$ cat src/rtl/sa_cache_ctrl.sv
// rtl/sa_cache_ctrl.sv - blocking cache controller: lookup, write-back, refill, replay and timeout
// One request in flight; every output is registered from the next-state decode.
module sa_cache_ctrl #(
  parameter int unsigned TIMEOUT_CYC = 255
) (
  input  logic        clk,
  input  logic        rst,
  input  logic        i_req_valid,
  output logic        o_req_ready,
  input  logic [31:0] i_req_addr,
  input  logic        i_req_we,
  input  logic [31:0] i_req_wdata,
  output logic        o_resp_valid,
  output logic [31:0] o_resp_rdata,
  output logic        o_resp_err,
  output logic [17:0] o_tag,
  output logic [7:0]  o_index,
  output logic [5:0]  o_offset,
  output logic [31:0] o_dataW,
  output logic        o_memRW,
  output logic        o_cache_access,
  input  logic        i_cache_miss,
  input  logic [31:0] i_cache_data,
  input  logic        i_evict,
  input  logic [31:0] i_evict_data,
  input  logic [31:0] i_evict_addr,
  output logic [31:0] o_memory_line,
  output logic        o_memory_response,
  output logic        o_mem_req,
  output logic        o_mem_we,
  output logic [31:0] o_mem_addr,
  output logic [31:0] o_mem_wdata,
  input  logic        i_mem_ack,
  input  logic [31:0] i_mem_rdata
);

  typedef enum logic [2:0] {IDLE, LOOKUP, WB, FILL, REFILL, RESP} state_t;

  localparam logic [7:0] TMO = 8'(TIMEOUT_CYC);

  state_t      state_q, state_d;
  logic [31:0] addr_q, addr_d, wdata_q, wdata_d;
  logic [31:0] ev_addr_q, ev_addr_d, ev_data_q, ev_data_d;
  logic [31:0] line_q, line_d;
  logic [7:0]  cnt_q, cnt_d;
  logic        we_q, we_d, replay_q, replay_d;

  logic        req_ready_q, req_ready_d, cache_access_q, cache_access_d;
  logic        memrw_q, memrw_d, memresp_q, memresp_d;
  logic        mem_req_q, mem_req_d, mem_we_q, mem_we_d;
  logic        resp_valid_q, resp_valid_d, resp_err_q, resp_err_d;
  logic [31:0] dataw_q, dataw_d, mem_addr_q, mem_addr_d, mem_wdata_q, mem_wdata_d;
  logic [31:0] resp_rdata_q, resp_rdata_d;

  always_comb begin
    state_d      = state_q;
    addr_d       = addr_q;
    we_d         = we_q;
    wdata_d      = wdata_q;
    ev_addr_d    = ev_addr_q;
    ev_data_d    = ev_data_q;
    line_d       = line_q;
    cnt_d        = cnt_q;
    replay_d     = replay_q;
    resp_rdata_d = '0;
    resp_err_d   = 1'b0;

    case (state_q)
      IDLE: if (i_req_valid) begin
        addr_d   = i_req_addr;
        we_d     = i_req_we;
        wdata_d  = i_req_wdata;
        replay_d = 1'b0;
        state_d  = LOOKUP;
      end
      LOOKUP: begin
        if (!i_cache_miss) begin
          resp_rdata_d = we_q ? 32'h0 : i_cache_data;
          state_d      = RESP;
        end else if (replay_q) begin
          // A miss after our own refill means the cache lost the line; give up rather than loop.
          resp_err_d = 1'b1;
          state_d    = RESP;
        end else if (i_evict) begin
          ev_addr_d = i_evict_addr;
          ev_data_d = i_evict_data;
          cnt_d     = '0;
          state_d   = WB;
        end else begin
          cnt_d   = '0;
          state_d = FILL;
        end
      end
      WB, FILL: begin
        if (i_mem_ack) begin
          if (state_q == FILL) begin
            line_d  = i_mem_rdata;
            state_d = REFILL;
          end else begin
            cnt_d   = '0;
            state_d = FILL;
          end
        end else if (cnt_q + 8'd1 == TMO) begin
          resp_err_d = 1'b1;
          state_d    = RESP;
        end else begin
          cnt_d = cnt_q + 8'd1;
        end
      end
      REFILL: begin
        replay_d = 1'b1;
        state_d  = LOOKUP;
      end
      RESP:    state_d = IDLE;
      default: state_d = IDLE;
    endcase

    req_ready_d    = (state_d == IDLE);
    cache_access_d = (state_d == LOOKUP);
    memrw_d        = (state_d == LOOKUP) ? we_d : 1'b0;
    dataw_d        = (state_d == LOOKUP) ? wdata_d : 32'h0;
    mem_req_d      = (state_d == WB) || (state_d == FILL);
    mem_we_d       = (state_d == WB);
    mem_addr_d     = (state_d == WB)   ? ev_addr_d :
                     (state_d == FILL) ? {addr_d[31:6], 6'b0} : 32'h0;
    mem_wdata_d    = (state_d == WB) ? ev_data_d : 32'h0;
    memresp_d      = (state_d == REFILL);
    resp_valid_d   = (state_d == RESP);
  end

  always_ff @(posedge clk or negedge rst) begin
    if (!rst) begin
      state_q        <= IDLE;
      addr_q         <= '0;
      we_q           <= 1'b0;
      wdata_q        <= '0;
      ev_addr_q      <= '0;
      ev_data_q      <= '0;
      line_q         <= '0;
      cnt_q          <= '0;
      replay_q       <= 1'b0;
      req_ready_q    <= 1'b1;
      cache_access_q <= 1'b0;
      memrw_q        <= 1'b0;
      dataw_q        <= '0;
      mem_req_q      <= 1'b0;
      mem_we_q       <= 1'b0;
      mem_addr_q     <= '0;
      mem_wdata_q    <= '0;
      memresp_q      <= 1'b0;
      resp_valid_q   <= 1'b0;
      resp_rdata_q   <= '0;
      resp_err_q     <= 1'b0;
    end else begin
      state_q        <= state_d;
      addr_q         <= addr_d;
      we_q           <= we_d;
      wdata_q        <= wdata_d;
      ev_addr_q      <= ev_addr_d;
      ev_data_q      <= ev_data_d;
      line_q         <= line_d;
      cnt_q          <= cnt_d;
      replay_q       <= replay_d;
      req_ready_q    <= req_ready_d;
      cache_access_q <= cache_access_d;
      memrw_q        <= memrw_d;
      dataw_q        <= dataw_d;
      mem_req_q      <= mem_req_d;
      mem_we_q       <= mem_we_d;
      mem_addr_q     <= mem_addr_d;
      mem_wdata_q    <= mem_wdata_d;
      memresp_q      <= memresp_d;
      resp_valid_q   <= resp_valid_d;
      resp_rdata_q   <= resp_rdata_d;
      resp_err_q     <= resp_err_d;
    end
  end

  assign o_req_ready       = req_ready_q;
  assign o_cache_access    = cache_access_q;
  assign o_tag             = addr_q[31:14];
  assign o_index           = addr_q[13:6];
  assign o_offset          = addr_q[5:0];
  assign o_memRW           = memrw_q;
  assign o_dataW           = dataw_q;
  assign o_memory_line     = line_q;
  assign o_memory_response = memresp_q;
  assign o_mem_req         = mem_req_q;
  assign o_mem_we          = mem_we_q;
  assign o_mem_addr        = mem_addr_q;
  assign o_mem_wdata       = mem_wdata_q;
  assign o_resp_valid      = resp_valid_q;
  assign o_resp_rdata      = resp_rdata_q;
  assign o_resp_err        = resp_err_q;

endmodule

$ cat config.mk
export PLATFORM = sky130hd
export DESIGN_NAME = sa_cache_ctrl
export DESIGN_NICKNAME = d
export VERILOG_FILES = /design/src/rtl/sa_cache_ctrl.sv
export SDC_FILE = /design/constraint.sdc
export NUM_CORES = 1
export LEC_CHECK = 0
export CAP_MARGIN = 10
export CORE_AREA = 2 2 186 188
export CTS_CLUSTER_DIAMETER = 40
export DETAILED_ROUTE_END_ITERATION = 8
export DIE_AREA = 0 0 188 190
export PLACE_DENSITY = 0.6
export SLEW_MARGIN = 20
export SYNTH_ARGS = -nofsm -noshare
export SYNTH_HDL_FRONTEND = slang
export SYNTH_SLANG_ARGS = --single-unit
$ cat constraint.sdc
create_clock -name clk -period 5.9 [get_ports clk]
set_input_delay 1.18 -clock clk [delete_from_list [all_inputs] [get_ports clk]]
set_output_delay 1.18 -clock clk [all_outputs]
set_load 0.02 [all_outputs]
==> results.md <==
- The dominant combinational cell family by area after synthesis is multiplexers.
- The first-pass iteration count of the detailed router is 4.
- The startpoint identified for the worst register-to-register timing path is state_q[0].
- The peak ir drop on the vdd network is 0.2136 mV.
- The number of enable-type register cells in the synthesized netlist is 0.
- The register-to-register setup slack is 3.10 ns.
- The count of endpoints failing hold in the final timing report came to 0.
- The critical path starts at i_cache_miss.
- The worst hold path was traced through 2 stages.
- Summing all flip-flop and latch instances after layout gives 0.007734 mm^2.
- Post-CTS repair changed the size of 0 cells.
- The fmax is 301.6 MHz.
- The type of the tightest min-delay check is register to register.
- Of the total synthesized cell area, the portion taken by full adders, half adders and majority gates is 0.002154.
- The floorplan step defined a die boundary enclosing 0.03572 mm^2.
- The initial antenna violation count is 3.
- The type of element launching the critical path is an input pin.
- The clock tree synthesis step divided the H-tree into 2 levels.
- Entering global routing, the biggest net connects 131 pins.
- For this run, the total global-route usage over all layers was measured as 0.1719.
- The number of buffers inserted by post-CTS setup repair is 0.
- In this run the worst path has a maximum fanout of 45.
- Of the total synthesized cell area, the portion taken by AND, OR, NAND and NOR gates is 0.1173.
- The number of clock buffers added by TritonCTS is 46.
- The horizontal die dimension is 188 um.
- For the worst setup path, the data arrival time is 3.69 ns.
- The master of the slowest instance on the critical path is nor2_8.
- The worst max-slew margin expressed relative to the limit is 0.3370.
- The area growth from synthesis to layout is 51.86%.
- The post-cts hold buffer count is 0.
- The share of post-route cells with drive strength above 1 is 0.1732.
- The leakage power total is 0.007875 uW.
- For this run, the number of Yosys warnings is 0.
- In the synthesized netlist the async set-or-reset flop fraction comes to 1.000.
- The final clock period utilization by the worst path is 0.5620.
- For the pin with the worst max-slew slack, the measured transition is 0.9934 ns.
- Dividing total power by cell area gives a power density of 544.4 mW/mm^2.
- For this run, the register share of the synthesized area comes to 0.6656.
- The HPWL after detailed placement is 20,720 um.
- The number of DRC markers after the initial detailed-route iteration is 342.
- Dividing the detail-routed via count by the number of cells gives 4.520.
- 399 I/O pins were placed.
- Detailed routing inserted a total of 7,933 vias.
- The number of violations of the max-capacitance limit is 0.
- The tree is rooted in a clkbuf_16.
- After synthesis, the share of cell area in mux cells is 0.1255.
- In this run the core area contains 68 standard-cell rows.
- Traced cell by cell, the critical path runs through clkdlybuf4s50_1, nand3b_1, nor2_8, buf_4, mux2_2, nor2_1, a221oi_2.
- The clock slew seen by the registers of the worst setup and hold paths is 0.06 ns.
- The clock passes through at most 3 buffers.
- The multi-input combinational cells in the finished layout cover a total of 0.003505 mm^2.
- The flow ran to the end, and the final reports show no timing, DRC or antenna violations.
- On the worst path, the slowest cell contributes a delay of 0.69 ns.
- In the final routed layout, each cell accounts on average for 17.39 um.
- The number of nets in the synthesized netlist is 1,051.
- The average instance in the mapped netlist occupies 13.67 um^2.
- The final-report max-slew violation count was 0.
- The initial cell density of the core is 0.3423.
- The startpoint identified for the worst hold timing path is o_memory_line[2].
- In this run the remaining antenna-violating nets after routing total 0.
- The instance count after placement with tap cells included is 1,668.
- Counting distinct cell types in the post-synthesis netlist gives 54.
- Setup violations remaining at the end of the flow were counted as 0.
- The most used flip-flop cell after synthesis is dfrtp_1.
- The vertical die dimension is 190 um.
- For the final routed database, the setup TNS stands at 0 ns.
- Setup repair after global routing left no endpoint under its margin.
- The number of cells on the worst reg-to-reg path is 6.
- The worst clock skew is 0.01822 ns.
- The worst path in the final design needs a cycle of 3.316 ns, including I/O delays and setup.
- The first global-routing pass estimated 48,070 um of wire.
- The number of global-route vias before repair is 8,411.
- In this run the standard cell core region covers 0.03395 mm^2.
- In this run the critical register-to-register path is captured at o_mem_addr[13].
- The count of mapped cells out of synthesis is 850.
- The cell area that synthesis handed to floorplanning was 0.01162 mm^2.
- TritonCTS built the clock tree.
- Of the total synthesized cell area, the portion taken by XOR and XNOR cells is 0.0007538.
- The post-detailed-routing wire length is 30,520 um.
- The number of synthesized register bits is 309.
- The filler cells instantiated in the layout total 2,928.
- Once layout is complete, the cells apart from fillers number 1,755.
- The number of input and output port buffers inserted is 398.
- The number of nets in the layout is 1,463.
- The compound-cell area share of the yosys netlist was 0.05503.
- The DRC violations left is 0.
- Clock latency on the worst-skew pair, taken at its later pin, is 0.53 ns.
- The weighted congestion at the end of routability-driven global placement is 0.7553.
- The endpoint required time on the critical path is 6.27 ns.
- The total clock sinks is 309.
- The total overflow left after global routing is 0.
- The critical path class is input pin to register.
- The worst setup path is captured at a register.
- The path with the worst hold slack has its endpoint at o_memory_line[2].
-- flip-flops by register name, indices dropped and copies added (netlist names) --
signal	cells
state_q	3
o_mem_req	1
cnt_q	8
o_mem_addr	32
wdata_q	32
o_resp_err	1
o_resp_valid	1
o_cache_access	1
o_memRW	1
o_memory_response	1
o_mem_wdata	32
ev_data_q	32
o_req_ready	1
o_mem_we	1
ev_addr_q	32
addr_q	32
o_dataW	32
we_q	1
o_resp_rdata	32
replay_q	1
o_memory_line	32
-- placed cells by master (no fill, tap or decap), types with 5 or more instances in the layout --
master | Yosys | routed
clkdlybuf4s50_1 | 0 | 397
o21ai_0 | 7 | 7
nand3_1 | 6 | 6
buf_4 | 7 | 8
mux2_2 | 100 | 100
and2_1 | 65 | 65
nor2b_1 | 42 | 42
a221oi_1 | 5 | 5
dfrtp_1 | 308 | 308
clkbuf_8 | 0 | 9
nor2_1 | 34 | 34
clkbuf_16 | 0 | 49
inv_1 | 34 | 34
mux2i_1 | 26 | 26
clkbuf_1 | 12 | 7
a221oi_2 | 21 | 21
nand2_1 | 103 | 103
clkinv_2 | 0 | 6
-- report_power, final --
part | internal (uW) | switching [uW]
combinational | 1690 | 1880
clock | 1800 | 956
sequential | 2970 | 304
total | 6470 | 3140
-- cell usage after synthesis, types with 2 or more instances --
cell / n / area [um^2]
a22o_1: 2 / 17.52
a221oi_1: 5 / 43.79
nor2b_1: 42 / 262.8
nor3b_1: 2 / 15.01
and2_1: 65 / 406.6
nand2_1: 103 / 386.6
o31ai_1: 2 / 15.01
buf_6: 7 / 78.83
o21a_1: 2 / 15.01
a31oi_1: 2 / 12.51
inv_1: 34 / 127.6
buf_2: 16 / 80.08
a21oi_1: 3 / 15.01
dfrtp_1: 308 / 7707
nand3_1: 6 / 30.03
a221oi_2: 21 / 315.3
nand2b_1: 2 / 12.51
and3_1: 4 / 25.02
o21ai_0: 7 / 35.03
mux2_2: 100 / 1126
mux2_4: 4 / 60.06
buf_1: 2 / 7.510
nand3b_1: 2 / 15.01
ha_1: 2 / 25.02
nor3_1: 2 / 10.01
clkbuf_1: 12 / 45.04
o41ai_1: 2 / 17.52
mux2i_1: 26 / 260.3
buf_4: 7 / 52.55
nor2_1: 34 / 127.6
-- per-layer routing --
metal,part of all wire,up-vias,global-route usage
met3,0.072,53,0.05516
met1,0.41,3914,0.2147
li1,-,3678,-
met2,0.48,284,0.2816
met4,0.028,4,0.05936
met5,0.00075,-,0
-- worst max-delay path, delay by kind of cell --
kind,cells,cell delay [ns]
AND/OR/NAND/NOR,3,1.07
buffers and inverters,2,0.97
multiplexers,1,0.39
AO/OA/AOI/OAI,1,0.07
-- cell type report --
cell class,instances,area share
Sequential cell,309,0.4383
Timing Repair Buffer,408,0.2322
Multi-Input combinational cell,463,0.1986
Clock buffer,65,0.07800
Tap cell,455,0.03226
Clock inverter,20,0.01326
Inverter,34,0.007233
Antenna cell,1,0.0001418
-- how the worst max path moves through the flow --
stage | cells after the start | slack [ns] | endpoint
detailed placement | 7 | 1.99 | o_mem_addr[13]
floorplan | 8 | 3.28 | o_mem_addr[14]
finish | 7 | 2.58 | o_mem_addr[13]
global route | 7 | 2.43 | o_mem_addr[13]
CTS | 7 | 2.52 | o_mem_addr[13]
global placement | 7 | 2.00 | o_mem_addr[13]
-- kinds of logic after synthesis --
family                   Yosys count
AO/OA/AOI/OAI                     62
adder cells (fa/ha/maj)            2
multiplexers                     131
AND/OR/NAND/NOR                  267
flip-flops                       309
buffers and inverters             78
XOR/XNOR                           1
-- metrics by stage --
step           instance area (um^2)  total power [uW]    util  setup slack (ns)  hold slack (ns)
5_1_grt                       17640             10160  0.5198             2.431           0.4933
6_report                      17640              9606  0.5198             2.584           0.4689
3_5_place_dp                  16000              6918  0.4714             1.985           0.4613
4_1_cts                       17610              9751  0.5189             2.524           0.4749
2_1_floorplan                 11620              5320       -             3.275           0.4379
3_3_place_gp                  16000              6859  0.4714             2.003           0.4576
(Power assumes the default switching activity.)
